===== config.mk =====
export PLATFORM = sky130hd
export DESIGN_NAME = hazard5_bus_arbiter
export DESIGN_NICKNAME = d
export VERILOG_FILES = /design/src/rtl/hazard5_bus_arbiter.sv
export SDC_FILE = /design/constraint.sdc
export NUM_CORES = 1
export LEC_CHECK = 0
export CORE_AREA = 2 2 108 110
export CTS_CLUSTER_SIZE = 12
export DETAILED_ROUTE_END_ITERATION = 12
export DIE_AREA = 0 0 110 112
export PLACE_DENSITY = 0.59
export SLEW_MARGIN = 20
export SYNTH_ARGS = -nofsm -noshare
export SYNTH_HDL_FRONTEND = slang
export SYNTH_SLANG_ARGS = --single-unit
export TNS_END_PERCENT = 100

===== constraint.sdc =====
create_clock -name clk -period 2 [get_ports clk]
set_clock_uncertainty 0.05 [all_clocks]
set_input_delay 0.4 -clock clk [delete_from_list [all_inputs] [get_ports clk]]
set_output_delay 0.4 -clock clk [all_outputs]
set_load 0.02 [all_outputs]

===== src/rtl/hazard5_bus_arbiter.sv =====
// rtl/hazard5_bus_arbiter.sv - AHB-Lite master arbiter, load/store over fetch priority
// Optional fetch anti-starvation counter: define HAZARD5_ARB_STARVE_LIMIT_EN.
module hazard5_bus_arbiter #(
    parameter int W_ADDR       = 32,
    parameter int W_DATA       = 32,
    parameter int STARVE_LIMIT = 4
) (
    input  logic              clk,
    input  logic              rst_n,

    input  logic [W_ADDR-1:0] i_addr,
    input  logic              i_size,
    input  logic              i_addr_vld,
    output logic              i_addr_rdy,
    output logic [W_DATA-1:0] i_data,
    output logic              i_data_vld,

    input  logic [W_ADDR-1:0] d_addr,
    input  logic [1:0]        d_size,
    input  logic              d_write,
    input  logic              d_addr_vld,
    output logic              d_addr_rdy,
    input  logic [W_DATA-1:0] d_wdata,
    output logic [W_DATA-1:0] d_rdata,
    output logic              d_data_vld,
    output logic              d_err,
    output logic              i_err,

    output logic [W_ADDR-1:0] haddr,
    output logic [1:0]        htrans,
    output logic              hwrite,
    output logic [2:0]        hsize,
    input  logic              hready,
    input  logic              hresp,
    output logic [W_DATA-1:0] hwdata,
    input  logic [W_DATA-1:0] hrdata
);

    localparam logic [1:0] HTRANS_IDLE   = 2'b00;
    localparam logic [1:0] HTRANS_NONSEQ = 2'b10;

    if (W_ADDR != 32 || W_DATA != 32 || STARVE_LIMIT < 1) begin : g_bad_param
        $error("hazard5_bus_arbiter: unsupported parameterisation");
    end

    // Owner encoding throughout: 1 = load/store port, 0 = fetch port.
    logic aph_hold;
    logic aph_owner;
    logic dph_active;
    logic dph_owner;

    logic req;
    logic grant_d;
    logic pick_i;
    logic err_first;
    logic nonseq;
    logic accept;
    logic dph_done;

`ifdef HAZARD5_ARB_STARVE_LIMIT_EN
    localparam int W_STARVE = $clog2(STARVE_LIMIT + 1);
    localparam logic [W_STARVE-1:0] STARVE_MAX = W_STARVE'(STARVE_LIMIT);

    logic [W_STARVE-1:0] starve_ctr;

    assign pick_i = i_addr_vld && (starve_ctr == STARVE_MAX);

    always_ff @(posedge clk) begin
        if (!rst_n || !i_addr_vld) begin
            starve_ctr <= '0;
        end else if (accept && !grant_d) begin
            starve_ctr <= '0;
        end else if (accept && grant_d && starve_ctr != STARVE_MAX) begin
            starve_ctr <= starve_ctr + 1'b1;
        end
    end
`else
    assign pick_i = 1'b0;
`endif

    // A stalled address phase keeps its owner; otherwise load/store wins.
    always_comb begin
        req     = 1'b0;
        grant_d = 1'b0;
        if (aph_hold) begin
            req     = 1'b1;
            grant_d = aph_owner;
        end else if (d_addr_vld && !pick_i) begin
            req     = 1'b1;
            grant_d = 1'b1;
        end else if (i_addr_vld) begin
            req     = 1'b1;
            grant_d = 1'b0;
        end
    end

    // First cycle of a two-cycle error response cancels the pending address.
    assign err_first = dph_active && hresp && !hready;
    assign nonseq    = req && rst_n && !err_first;
    assign accept    = nonseq && hready;
    assign dph_done  = rst_n && dph_active && hready;

    assign htrans = nonseq ? HTRANS_NONSEQ : HTRANS_IDLE;
    assign haddr  = grant_d ? d_addr : i_addr;
    assign hwrite = nonseq && grant_d && d_write;
    assign hsize  = grant_d ? {1'b0, d_size} : (i_size ? 3'd2 : 3'd1);
    assign hwdata = d_wdata;

    assign d_addr_rdy = nonseq && grant_d && hready;
    assign i_addr_rdy = nonseq && !grant_d && hready;

    assign d_data_vld = dph_done && dph_owner;
    assign i_data_vld = dph_done && !dph_owner;
    assign d_err      = d_data_vld && hresp;
    assign i_err      = i_data_vld && hresp;
    assign d_rdata    = hrdata;
    assign i_data     = hrdata;

    always_ff @(posedge clk) begin
        if (!rst_n) begin
            aph_hold   <= 1'b0;
            aph_owner  <= 1'b0;
            dph_active <= 1'b0;
            dph_owner  <= 1'b0;
        end else if (accept) begin
            dph_active <= 1'b1;
            dph_owner  <= grant_d;
            aph_hold   <= 1'b0;
        end else begin
            if (hready) begin
                dph_active <= 1'b0;
            end
            if (nonseq) begin
                aph_hold  <= 1'b1;
                aph_owner <= grant_d;
            end else begin
                aph_hold  <= 1'b0;
            end
        end
    end

endmodule

==> impl_metrics.yaml <==
floorplanning:
  chipHeight_um: 112
  row_count: 39
  initial_utilization_pct: 12.9
  design.die.area_um2: 12300
  core_area_um2: 11200
  io_pins: 278
  die_w_um: 110
grt:
  grt_first_pass_wirelength_um: 7070
  grt_remaining_overflow: 0
  first_global_vias: 1375
  groute.usage.overall_pct: 7.48
  number_of_antenna_violations_at_the_first_check_in_global_routing: 0
  grt_start_max_net_pins: 23
worst_setup_path:
  worst_ep_arrival_time_ns: 1.49
  r2r-start: "aph_hold$_SDFF_PP0_"
  end_kind: "primary output"
  cell_by_cell_listing_of_the_critical_path: "clkdlybuf4s50_1 > o31ai_4 > nor2_1 > clkdlybuf4s15_2"
  rrSetupSlack_ns: 0.65
  critical_path.n_buffers_inverters: 2
  critical_path.slowest_cell: "sky130_fd_sc_hd__clkdlybuf4s50_1"
  worstRegToRegCells: 5
  required_ns: 1.55
  path_delay_family: "buffers and inverters"
  crit_path_max_incr_delay_ns: 0.46
  cp_max_fo: 4
  criticalPathCategory: "primary input to primary output"
  r2r_end: "aph_owner$_SDFFE_PN0P_"
  crit_path_start_kind: "primary input"
job:
  max_cap_violations: 0
power_and_ir_drop:
  ir_drop_mv: 0.541
  p_per_area_nw_per_um2: 459
  power.static_leakage_nw: 1.00
routing:
  count_of_unresolved_drc_violations_after_routing: 0
  detailroute.via_count: 1438
  drt_first_iter_violations: 25
  route.final.wire_length_um: 5150
  drt_pre_antenna_iters: 4
  postRouteAntennaNets: 0
  per_cell_routed_wire_length_um: 12.6
  route.detailed.vias_per_inst: 3.52
worst_hold_path:
  min_from: "dph_active$_SDFFE_PN0P_"
  whs_path_depth: 1
  hold_path_end: "dph_active$_SDFFE_PN0P_"
  worstHoldPathType: "flop to flop"
yosys:
  ys_seq_elements: 4
  synth.distinct_cells: 22
  ys.warnings.count: 0
  yosys-top-cells-area: "sky130_fd_sc_hd__buf_4 53%, sky130_fd_sc_hd__nand2_1 27%, sky130_fd_sc_hd__dfxtp_1 5.5%, sky130_fd_sc_hd__buf_6 1.6%, sky130_fd_sc_hd__mux2i_4 1.6%"
  synth_seq_area_share_pct: 5.54
  syn_area_per_cell_um2: 6.10
  netlist_area_um2: 1450
  synth_cells: 237
  synthDominantAreaCellType: "sky130_fd_sc_hd__buf_4"
  synth.top_cell.area_share_pct: 53.5
layout:
  n_antenna_cell: 0
  final_layout_size_suffix_gt1_share_pct: 25.9
  num-nets-final: 406
  nFillCells: 1288
  final-instance-count-excl-fill: 409
  layout.cells.most_common: "sky130_fd_sc_hd__nand2_1"
  commonest_cells_after_routing_fill_and_taps_aside: "103 x sky130_fd_sc_hd__nand2_1, 71 x sky130_fd_sc_hd__clkdlybuf4s50_1, 34 x sky130_fd_sc_hd__buf_2"
  syn2layout_area_growth_pct: 41.0
clock_tree:
  cts-htree-levels: 1
  path_clk_slew_ns: 0.03
  clock_latency_ns: 0.22
  cts_inserted_buffers: 3
  cts_root_buffer: "sky130_fd_sc_hd__clkbuf_16"
  clock_path_buffers: 2
  cts_tree: "built"
  numClockSinks: 4
sta:
  rsz_0062_raised_after_global_routing: "false"
  max_slew_violation_count: 0
  peak_clock_frequency_supported_by_timing_mhz: 516
  timing_hold_violations_final: 0
  timing.final.crit_period_ns: 1.94
  final-setup-viol-count: 0
  final_worst_path_period_share_pct: 96.9
  final.setup.worst_slack_ns: 0.0611
placement:
  dp.final_hpwl_um: 3810
  port_buffers: 115
  dpl_worst_slack_ns: -0.759
  place_congestion: 0.705
  place_inst: 399
run_status:
  run_status: "finished, final reports clean"
[stage by stage]
stage | hold slack [ns] | area, um2 | total power [mW] | setup TNS [ns] | utilization [%]
2_1_floorplan | 0.429 | 1450 | 0.613 | 0 | -
3_3_place_gp | 0.455 | 2060 | 0.657 | -24.09 | 18.4
3_5_place_dp | 0.454 | 2060 | 0.660 | -25.13 | 18.4
4_1_cts | 0.511 | 2060 | 0.944 | 0 | 18.5
5_1_grt | 0.544 | 2040 | 0.987 | 0 | 18.3
6_report | 0.506 | 2040 | 0.937 | 0 | 18.3
[synthesized netlist by cell type]
master / n
sky130_fd_sc_hd__buf_6: 2
sky130_fd_sc_hd__inv_1: 1
sky130_fd_sc_hd__nor2_1: 5
sky130_fd_sc_hd__a22oi_1: 1
sky130_fd_sc_hd__clkbuf_1: 1
sky130_fd_sc_hd__buf_4: 103
sky130_fd_sc_hd__dfxtp_1: 4
sky130_fd_sc_hd__mux2_4: 1
sky130_fd_sc_hd__o211a_1: 1
sky130_fd_sc_hd__o31ai_2: 1
sky130_fd_sc_hd__nor4b_2: 1
sky130_fd_sc_hd__nor2b_1: 1
sky130_fd_sc_hd__nand2_1: 104
sky130_fd_sc_hd__o21ai_0: 2
sky130_fd_sc_hd__mux2i_4: 1
sky130_fd_sc_hd__nor3b_2: 1
sky130_fd_sc_hd__and3_1: 1
sky130_fd_sc_hd__nor3_1: 1
sky130_fd_sc_hd__and2_1: 2
sky130_fd_sc_hd__conb_1: 1
sky130_fd_sc_hd__mux2i_1: 1
sky130_fd_sc_hd__nand3_1: 1
[flip-flops by register name, indices dropped and copies added, names as in the netlist]
name,flops
aph_owner,1
dph_owner,1
aph_hold,1
dph_active,1
[layout make-up]
class	count	area (um2)	area share (%)
inverters	1	3.75	0.184
flip-flops and latches	4	83.8	4.11
clock buffers	3	75.1	3.68
multi-input cells	128	596	29.2
well taps	143	179	8.77
repair buffers	130	1100	54.0
[routing by layer]
metal | up-vias | part of all wire [%] | wire length [um] | global-route usage, %
met4 | 0 | 7.3 | 377 | 6.33
li1 | 681 | - | - | -
met1 | 596 | 34 | 1730 | 7.51
met5 | - | 0 | 0 | 0
met2 | 99 | 46 | 2390 | 12.6
met3 | 62 | 13 | 654 | 1.87
[worst max-delay path by stage]
stage	startpoint	to	slack [ns]	cells past startpoint
6_report	i_addr_vld	htrans[1]	0.06	4
5_1_grt	hready	d_err	0.0003	5
4_1_cts	i_addr_vld	htrans[1]	0.004	4
2_1_floorplan	hready	d_err	0.17	4
3_5_place_dp	d_addr_vld	haddr[16]	-0.76	5
3_3_place_gp	d_addr_vld	haddr[16]	-0.73	5
[repair_timing]
item | 4_1_cts | 5_1_grt
buffers inserted | 6 | 0
gates cloned | 1 | 0
pin swaps | 1 | 3
gates resized for setup | 167 | 13
setup endpoints to repair | 42 | 10
endpoints found under the hold margin | 0 | 0
hold buffers | 0 | 0
[logic make-up (layout without fill, tap and decap cells)]
logic type / count (synthesis) / count (layout) / share of synthesized area, %
mux: 3 / 4 / 3.29
simple gates: 117 / 117 / 32.6
buf+inv: 107 / 134 / 55.5
compound gates: 5 / 5 / 2.77
other cells: 1 / 2 / 0.259
flops: 4 / 4 / 5.54
[report_power, final]
group          internal (mW)  switching [mW]  leakage (nW)
logic                  0.266           0.260         0.931
clock network          0.256          0.0594        0.0370
registers             0.0858          0.0101        0.0337
Power figures use the tool's default switching activity.
